**src/rtl/chunk_compare.sv**
```systemverilog
// Combinational CHUNK-wide unsigned three-way compare (lt / eq; gt is implied).
module chunk_compare #(
  parameter int CHUNK = 32
) (
  input  logic [CHUNK-1:0] a,
  input  logic [CHUNK-1:0] b,
  output logic             lt,
  output logic             eq
);
  assign lt = (a < b);
  assign eq = (a == b);
endmodule

```
**config.mk**
```make
export PLATFORM = sky130hd
export DESIGN_NAME = chunk_compare
export DESIGN_NICKNAME = d
export VERILOG_FILES = /design/src/rtl/chunk_compare.sv
export SDC_FILE = /design/constraint.sdc
export NUM_CORES = 1
export LEC_CHECK = 0
export BUFFER_PORTS_ARGS = -buffer_cell sky130_fd_sc_hd__buf_2
export CORE_MARGIN = 4
export CORE_UTILIZATION = 30
export DETAILED_ROUTE_END_ITERATION = 10
export PLACE_DENSITY = 0.69
export SYNTH_ARGS = -nofsm -noshare
export SYNTH_HDL_FRONTEND = slang
export SYNTH_SLANG_ARGS = --single-unit
```
**constraint.sdc**
```tcl
create_clock -name vclk -period 1.71
set_input_delay 0.171 -clock vclk [all_inputs]
set_output_delay 0.171 -clock vclk [all_outputs]
set_load 0.05 [all_outputs]
```
# [Yosys cells after proc, flatten, opt, wreduce, memory -nomap -nowiden]
# Cells that the tools add are included.
[classes] magnitude_cmp=1 n_eq_ne=1
[ops] operator="$eq A32 B32 Y1" count=1
[ops] operator="$lt A32 B32 Y1" count=1
[totals] regBits=0 inputBits=64 elab_cells=2

# [Logic depth before layout (Yosys ltp)]
# Gate-level depths: netlist of the first run.
[logic_depth] word_depth=1 ltp_mapped=7 ltp_nobuf=7

# [Worst setup path after synthesis of the first run]
# No wires, ideal clock.
[synth_path] path_kind="input -> output" startpoint="input b[13]" endpoint="output lt" arrival_ps=2526 required_ps=1539 setup_slack_ps=-987 cell_stages=7 cell_sequence="inv_1 > ha_1 > a21oi_1 > nor2_1 > a211o_1 > or4b_1 > a2111oi_2"
[synth_between] elab_chain_cells=1
[synth_lines] element="start, declared" line_no="6" source="input logic [CHUNK-1:0] b,"
[synth_lines] element="$lt A32 B32 Y1" line_no="10" source="assign lt = (a < b);"
[synth_lines] element="end, declared" line_no="7" source="output logic lt,"
# Every way passes these cells.

# [Worst setup path in the final report of the first run]
# Ends and elaborated chain as after synthesis.

==> impl_metrics.csv, run 1 <==
group,metric,value,unit
grt,grt_pass1_vias,997,
floorplan,rows,18,
power_and_ir_drop,p_sw,0.0001397,W
cells_and_area,fill_cells,248,
synth,syn_inst,115,
synth,ys_warn_count,0,
status,violations,"negative setup slack",
sta,timing.final.hold_violations,0,
placement,placed_area,1309,µm²
hold_path,hold_end,"lt",
cells_and_area,regArea,0,µm²
floorplan,die-area,3589,µm²
synth,synth_common_cells,"ha_1 (32), inv_1 (32), a21oi_1 (11)",
cells_and_area,final_area,1419,µm²
critical_path,cp.arrival,1960,ps
synth,netlist_area,808.3,µm²
grt,grt_usage,0.1223,
cells_and_area,antenna_cells,0,
routing,wirelength,2.228,mm
hold_path,min_from,"a[31]",
floorplan,fp.coreArea,2522,µm²
clocking,postCtsHoldBufs,0,
synth,synth_top_area_share,0.4954,
routing,drc,0,
power_and_ir_drop,internal-power,0.0001679,W
power_and_ir_drop,power,0.0003076,W
clocking,postCtsSetupBuffers,0,
synth,synth_top_area_cell,"ha_1",
floorplan,io_pins,66,
power_and_ir_drop,share_comb_of_total_power,1.000,
placement,pre_cts_slack,-587.5,ps
routing,initialDrtViolationCount,3,
critical_path,crit_path_start_kind,"input pin",
grt,grt_max_degree,4,
sta,worst_slack,-424.7,ps
floorplan,die_h,59.91,µm
hold_path,hold_depth,4,
power_and_ir_drop,p_leak,0.8076,nW
routing,vias,1003,
routing,ant_nets,0,
power_and_ir_drop,pwr-share-seq,0,
synth,synth_nets,211,
placement,hpwl,2.109,mm
routing,avgViaCountPerCell,4.644,
routing,first_pass_iters,4,
sta,slew_viol_final,0,
hold_path,hold_path.class,"in2out",
routing,routedWlPerCell,10.31,µm
power_and_ir_drop,ir_drop,144.7,µV
placement,place.port_buffers,66,
sta,worst_pin_slew,359.5,ps
sta,period_share,1.248,
sta,relSlewSlack,0.7578,
cells_and_area,flops_and_latches,0,
critical_path,path_max_fanout,2,
synth,yosysSeqAreaShare,0,
power_and_ir_drop,pwr-share-clk,0,
placement,globalplace.congestion,0.6788,
sta,rsz0062_at_grt,"yes",
grt,grt_pass1_wl,3.629,mm
grt,antenna_found_initial,0,
critical_path,end_kind,"output pin",
cells_and_area,syn_to_final_growth,75.54,%
power_and_ir_drop,power.density,216.8,nW/µm²
sta,period_minus_slack,2135,ps
status,outcome,"finished with violations",
synth,synthTopCellsByArea,"ha_1 (50%), inv_1 (15%), a21oi_1 (6.8%)",
sta,setup_viol,1,
synth,syn_area_per_cell,7.028,µm²
sta,holdWs,759.7,ps
critical_path,required,1540,ps
cells_and_area,clkbuf_count,0,
critical_path,worstSetupPathType,"in2out",
floorplan,die_w,59.91,µm
cells_and_area,drive_gt1_frac,0.5108,
flow_run,maxCapViolCount,0,
floorplan,initial_core_util,0.3204,
power_and_ir_drop,swShare,0.4541,
synth,synth.distinct_cells,22,
cells_and_area,nNetsFinal,284,
sta,max_freq,468.4,MHz
grt,overflow,0,
[logic make-up (layout without fill, tap and decap cells)]
family	count (synthesis)	in the layout	synth area share
AOI/OAI and AO/OA	22	22	0.1703
adders and majority gates	32	32	0.4954
buffers and inverters	32	103	0.1486
and+or+nand+nor	29	29	0.1858
[per-stage QoR]
stage | std cells | utilization | TNS (ps)
2_1_floorplan | 115 | - | -465.8
3_3_place_gp | 216 | 0.5188 | -768.7
3_5_place_dp | 216 | 0.5188 | -813.1
4_1_cts | 216 | 0.5342 | -520.1
6_report | 216 | 0.5625 | -424.7
5_1_grt | 216 | 0.5625 | -534.4
[power by group through the flow]
| stage | clock [W] | combinational, W | sequential (W) |
|---|---|---|---|
| after floorplan | 0 | 0.000158 | 0 |
| after global placement | 0 | 0.000269 | 0 |
| after detailed placement | 0 | 0.000283 | 0 |
| after CTS | 0 | 0.000292 | 0 |
| after global routing | 0 | 0.000354 | 0 |
| final | 0 | 0.000308 | 0 |
[critical path, cell delays in order]
cell	delay (ps)
buf_8	90
inv_12	30
ha_4	230
a21oi_2	110
nor2_1	40
a211o_1	260
or4b_4	500
a2111oi_4	330
buf_6	210
[final cells by class]
cell class | count | area, µm² | share of cell area
inverters | 32 | 135.1 | 0.09524
multi-input cells | 83 | 852.1 | 0.6005
repair buffers | 71 | 394.1 | 0.2778
well taps | 30 | 37.54 | 0.02646
[how the worst max path moves through the flow]
stage | start | slack [ps] | endpoint
finish | b[13] | -420 | lt
floorplan | b[13] | -470 | lt
detailed placement | b[13] | -590 | lt
global route | b[1] | -510 | lt
global placement | b[13] | -550 | lt
CTS | a[10] | -500 | lt
[per-layer routing]
metal	wire length (µm)	vias to the layer above	GRT usage
met5	0	-	0
met4	0	0	0
met3	196	0	0.002160
met2	1249	39	0.2654
met1	782	426	0.1339
li1	-	538	-
[cell usage in the layout, fill, tap and decap left out]
cell type / n
inv_4: 1
nand3_1: 2
and4_1: 2
a211o_1: 1
buf_8: 2
nor2_4: 2
ha_1: 23
buf_2: 63
a211oi_1: 1
nor2_1: 4
inv_2: 3
nor4_2: 1
inv_1: 27
inv_12: 1
o21ai_0: 3
a21boi_1: 1
nor2b_1: 2
a21o_1: 1
nand4_1: 4
nand2_2: 3
a221oi_1: 1
a21oi_1: 10
a21oi_2: 1
buf_6: 1
o211ai_1: 1
buf_4: 5
a2111oi_4: 1
or4b_4: 1
or3_4: 1
ha_4: 9
nand2_1: 7
o21ai_1: 1
[timing repair]
item	in CTS	in global routing
endpoints found under the setup margin	2	2
gates resized for setup	11	9
pin swaps	5	4
gates cloned	0	0
(Power assumes the default switching activity.)
==> inputs of run 2 (changes only) <==
--- a/config.mk
+++ b/config.mk
@@ -6,10 +6,13 @@
 export NUM_CORES = 1
 export LEC_CHECK = 0
 export BUFFER_PORTS_ARGS = -buffer_cell sky130_fd_sc_hd__buf_2
+export CAP_MARGIN = 15
+export CORE_ASPECT_RATIO = 0.6
 export CORE_MARGIN = 4
 export CORE_UTILIZATION = 30
 export DETAILED_ROUTE_END_ITERATION = 10
 export PLACE_DENSITY = 0.69
+export SETUP_SLACK_MARGIN = 0.05
 export SYNTH_ARGS = -nofsm -noshare
 export SYNTH_HDL_FRONTEND = slang
 export SYNTH_SLANG_ARGS = --single-unit
==> run 2 against run 1 <==
The flow still finishes with violations (negative setup slack). Critical path depth is the same. Combinational power rose by 8.4%. Sequential share of layout area unchanged. Die area rose by 0.76%. Non-clock buffer count down 2. Cell area grew 7.3%. Largest power group unchanged. Highest routed layer unchanged.
==> impl_metrics.csv, run 2 (synthesis results as in run 1) <==
group,metric,value,unit
status,outcome,"finished with violations",
status,violations,"negative setup slack",
hold_path,min_from,"a[31]",
grt,overflow,0,
critical_path,required,1540,ps
critical_path,end_kind,"output pin",
sta,timing.final.hold_violations,0,
cells_and_area,flops_and_latches,0,
placement,globalplace.congestion,0.6562,
critical_path,path_max_fanout,2,
cells_and_area,antenna_cells,0,
routing,first_pass_iters,3,
clocking,postCtsSetupBuffers,0,
sta,setup_viol,1,
cells_and_area,drive_gt1_frac,0.5598,
hold_path,hold_depth,4,
placement,placed_area,1296,µm²
sta,rsz0062_at_grt,"yes",
routing,ant_nets,0,
hold_path,hold_end,"lt",
hold_path,hold_path.class,"in2out",
routing,vias,1019,
placement,place.port_buffers,66,
power_and_ir_drop,swShare,0.4482,
critical_path,crit_path_start_kind,"input pin",
floorplan,io_pins,66,
grt,grt_pass1_vias,951,
cells_and_area,final_area,1523,µm²
sta,relSlewSlack,0.7582,
sta,max_freq,466.6,MHz
floorplan,fp.coreArea,2540,µm²
grt,grt_pass1_wl,3.705,mm
critical_path,cp_cell_sequence,"buf_6 -> inv_4 -> ha_4 -> nor2b_1 -> o211ai_1 -> a21boi_1 -> or4b_4 -> a2111oi_4 -> buf_6",
power_and_ir_drop,pwr-share-clk,0,
routing,avgViaCountPerCell,4.718,
cells_and_area,regArea,0,µm²
power_and_ir_drop,share_comb_of_total_power,1.000,
sta,worst_pin_slew,359.0,ps
grt,antenna_found_initial,0,
sta,setup_tns,-433.0,ps
power_and_ir_drop,pwr-share-seq,0,
cells_and_area,layout_commonest_cell,"buf_2",
floorplan,rows,14,
power_and_ir_drop,power.density,219.6,nW/µm²
placement,dp.cells,216,
power_and_ir_drop,internal-power,0.0001845,W
flow_run,maxCapViolCount,0,
floorplan,die-area,3616,µm²
critical_path,worstSetupPathType,"in2out",
critical_path,cp_common_cell,"buf_6",
cells_and_area,final_cells,216,
routing,routedWlPerCell,11.66,µm
grt,grt_usage,0.1269,
cells_and_area,syn_to_final_growth,88.39,%
routing,drc,0,
cells_and_area,final_cell_mix,"buf_2 (54), inv_1 (21), ha_1 (18)",
placement,hpwl,2.240,mm
cells_and_area,nNetsFinal,282,
placement,pre_cts_slack,-585.6,ps
sta,slew_viol_final,0,
sta,period_share,1.253,
routing,wirelength,2.518,mm
floorplan,initial_core_util,0.3182,
power_and_ir_drop,p_sw,0.0001499,W
power_and_ir_drop,p_leak,0.8095,nW
critical_path,slowest_stage,"or4b_4",
cells_and_area,clkbuf_count,0,
critical_path,cp_slowest_stage_delay,530,ps
power_and_ir_drop,ir_drop,117.3,µV
grt,grt_max_degree,4,
critical_path,cp.arrival,1970,ps
sta,period_minus_slack,2143,ps
floorplan,die_w,75.01,µm
routing,initialDrtViolationCount,7,
floorplan,die_h,48.21,µm
sta,worst_slack,-433.0,ps
[run 2: worst max-delay path by stage]
stage               startpoint  end  cells after the start
floorplan                b[13]   lt                      7
global placement         b[13]   lt                      9
detailed placement       b[13]   lt                      9
CTS                      a[10]   lt                      8
global route             b[12]   lt                      9
finish                    b[1]   lt                      9
[run 2: worst max-delay path: cells and delay by family]
kind | cells | cell delay [ps]
AOI/OAI and AO/OA | 3 | 590
adders and majority gates | 1 | 190
buffers and inverters | 3 | 350
and+or+nand+nor | 2 | 660
[run 2: what timing repair did]
action                                  in CTS  in global routing
hold buffers                                 0                  0
pin swaps                                   11                  0
endpoints found under the setup margin       2                  2
resized for setup                           34                  5
[run 2: layer usage]
metal | GRT usage | share of wire | routed length (µm) | vias to the layer above
met5 | 0 | 0 | 0 | -
met4 | 0 | 0 | 0 | 0
met3 | 0.006173 | 0.082 | 206 | 0
met2 | 0.2768 | 0.54 | 1354 | 35
met1 | 0.1473 | 0.38 | 956 | 453
li1 | - | - | - | 531
[run 2: area by class of cell]
class	count	area [µm²]
inverters	32	135.1
fillers	236	1017
repair buffers	69	435.4
multi-input cells	83	912.1
well taps	32	40.04
[run 2: metrics by stage]
stage / hold WS [ps] / power [W] / utilization
after floorplan: 602.9 / 0.0001580 / -
after global placement: 857.6 / 0.0002657 / 0.5103
after detailed placement: 860.2 / 0.0002812 / 0.5103
after CTS: 715.4 / 0.0003253 / 0.5833
after global routing: 731.9 / 0.0003788 / 0.5995
final: 718.6 / 0.0003344 / 0.5995
[run 2: power groups by stage]
stage | Clock (W) | Combinational [W] | Sequential (W)
after global routing | 0 | 0.000379 | 0
final | 0 | 0.000334 | 0
after detailed placement | 0 | 0.000281 | 0
after floorplan | 0 | 0.000158 | 0
after CTS | 0 | 0.000325 | 0
after global placement | 0 | 0.000266 | 0
==> inputs of run 3 (changes only) <==
--- a/config.mk
+++ b/config.mk
@@ -11,6 +11,7 @@
 export CORE_MARGIN = 4
 export CORE_UTILIZATION = 30
 export DETAILED_ROUTE_END_ITERATION = 10
+export GPL_TIMING_DRIVEN = 0
 export PLACE_DENSITY = 0.69
 export SETUP_SLACK_MARGIN = 0.05
 export SYNTH_ARGS = -nofsm -noshare
==> run 3 against run 2 <==
The flow still finishes with violations (negative setup slack). Largest cell class unchanged. Combinational power decreased by 2%. Sequential share of layout area stayed put. Non-clock buffer count is 2 lower. Cell area fell by 1.5%. Largest power group unchanged. Global-route usage is 0.18 points lower. Highest routed layer unchanged.
==> impl_metrics.csv, run 3 (synthesis results as in run 1) <==
group,metric,value,unit
power_and_ir_drop,ir_drop,126.6,µV
cells_and_area,drive_gt1_frac,0.5549,
floorplan,initial_core_util,0.3182,
status,outcome,"finished with violations",
routing,vias,987,
grt,grt_pass1_wl,3.677,mm
grt,overflow,0,
power_and_ir_drop,power.density,217.3,nW/µm²
routing,wirelength,2.382,mm
critical_path,cp.arrival,2030,ps
floorplan,die_h,48.21,µm
floorplan,die_w,75.01,µm
critical_path,cp_num_buf_inv,3,
critical_path,cp_cell_sequence,"buf_8 -> inv_12 -> ha_4 -> a21oi_2 -> nor2_1 -> a211o_1 -> or4b_4 -> a2111oi_4 -> buf_6",
critical_path,end_kind,"output pin",
sta,max_freq,454.3,MHz
cells_and_area,nNetsFinal,280,
routing,ant_nets,0,
cells_and_area,final_area,1500,µm²
placement,place.port_buffers,66,
placement,placed_area,1274,µm²
power_and_ir_drop,p_leak,0.7997,nW
placement,globalplace.congestion,0.7198,
critical_path,required,1540,ps
floorplan,io_pins,66,
cells_and_area,flops_and_latches,0,
sta,period_minus_slack,2201,ps
grt,grt_pass1_vias,974,
cells_and_area,clkbuf_count,0,
sta,relSlewSlack,0.7750,
sta,worst_pin_slew,334.0,ps
sta,period_share,1.287,
critical_path,cp_slowest_stage_delay,540,ps
sta,timing.final.hold_violations,0,
sta,worst_slack,-491.1,ps
sta,rsz0062_at_grt,"yes",
cells_and_area,syn_to_final_growth,85.60,%
cells_and_area,regArea,0,µm²
hold_path,hold_path.class,"in2out",
grt,grt_max_degree,4,
floorplan,die-area,3616,µm²
status,violations,"negative setup slack",
sta,setup_viol,1,
critical_path,path_max_fanout,2,
sta,slew_viol_final,0,
floorplan,rows,14,
grt,antenna_found_initial,0,
critical_path,crit_path_start_kind,"input pin",
critical_path,slowest_stage,"or4b_4",
routing,first_pass_iters,3,
grt,grt_usage,0.1251,
cells_and_area,antenna_cells,0,
cells_and_area,layout_commonest_cell,"buf_2",
cells_and_area,final_cell_mix,"buf_2 (54), inv_1 (21), ha_1 (19)",
sta,setup_tns,-491.1,ps
flow_run,maxCapViolCount,0,
routing,routedWlPerCell,11.13,µm
floorplan,fp.coreArea,2540,µm²
cells_and_area,fill_cells,227,
critical_path,cpLargestDelayFamily,"compound AO/OA/AOI/OAI gates",
routing,drc,0,
placement,hpwl,2.056,mm
routing,initialDrtViolationCount,7,
critical_path,worstSetupPathType,"in2out",
routing,avgViaCountPerCell,4.612,
==> run 3: path summary, 6_finish.rpt <==
| check | slack [ps] | start | to | depth (start not counted) |
|---|---|---|---|---|
| max | -490 | b[13] | lt | 9 |
| min | 720 | a[31] | lt | 4 |
==> run 3: layout make-up <==
cell class | count | area [µm²] | share of cell area
inverter | 32 | 137.6 | 0.09174
timing repair buffer | 67 | 420.4 | 0.2802
tap | 32 | 40.04 | 0.02669
multi-input combinational | 83 | 902.1 | 0.6013
==> run 3: repair_timing <==
action	in CTS	in global routing
endpoints found under the hold margin	0	0
endpoints found under the setup margin	2	2
hold buffers	0	0
gates resized for setup	33	8
pin swaps	11	12
setup buffers	0	1
==> run 3: metrics by stage <==
stage / power (W) / setup WS (ps) / utilization / hold slack [ps] / std cells
final: 0.0003259 / -491.1 / 0.5906 / 720.9 / 214
after global placement: 0.0002592 / -584.1 / 0.5015 / 853.9 / 213
after detailed placement: 0.0002723 / -591.3 / 0.5015 / 861.4 / 213
after global routing: 0.0003707 / -547.5 / 0.5906 / 731.1 / 214
after CTS: 0.0003160 / -446.3 / 0.5690 / 712.7 / 213
after floorplan: 0.0001580 / -465.8 / - / 602.9 / 115
==> run 3: routing by layer <==
metal | part of all wire | track usage | up-vias
met4 | 0 | 0 | 0
li1 | - | - | 531
met2 | 0.50 | 0.2647 | 35
met3 | 0.086 | 0.006173 | 0
met5 | 0 | 0 | -
met1 | 0.41 | 0.1510 | 421
==> run 3: power breakdown <==
| group | leakage, nW | switching [W] | internal, W |
|---|---|---|---|
| combinational | 0.800 | 0.000147 | 0.000179 |
| clock | 0 | 0 | 0 |
| sequential | 0 | 0 | 0 |
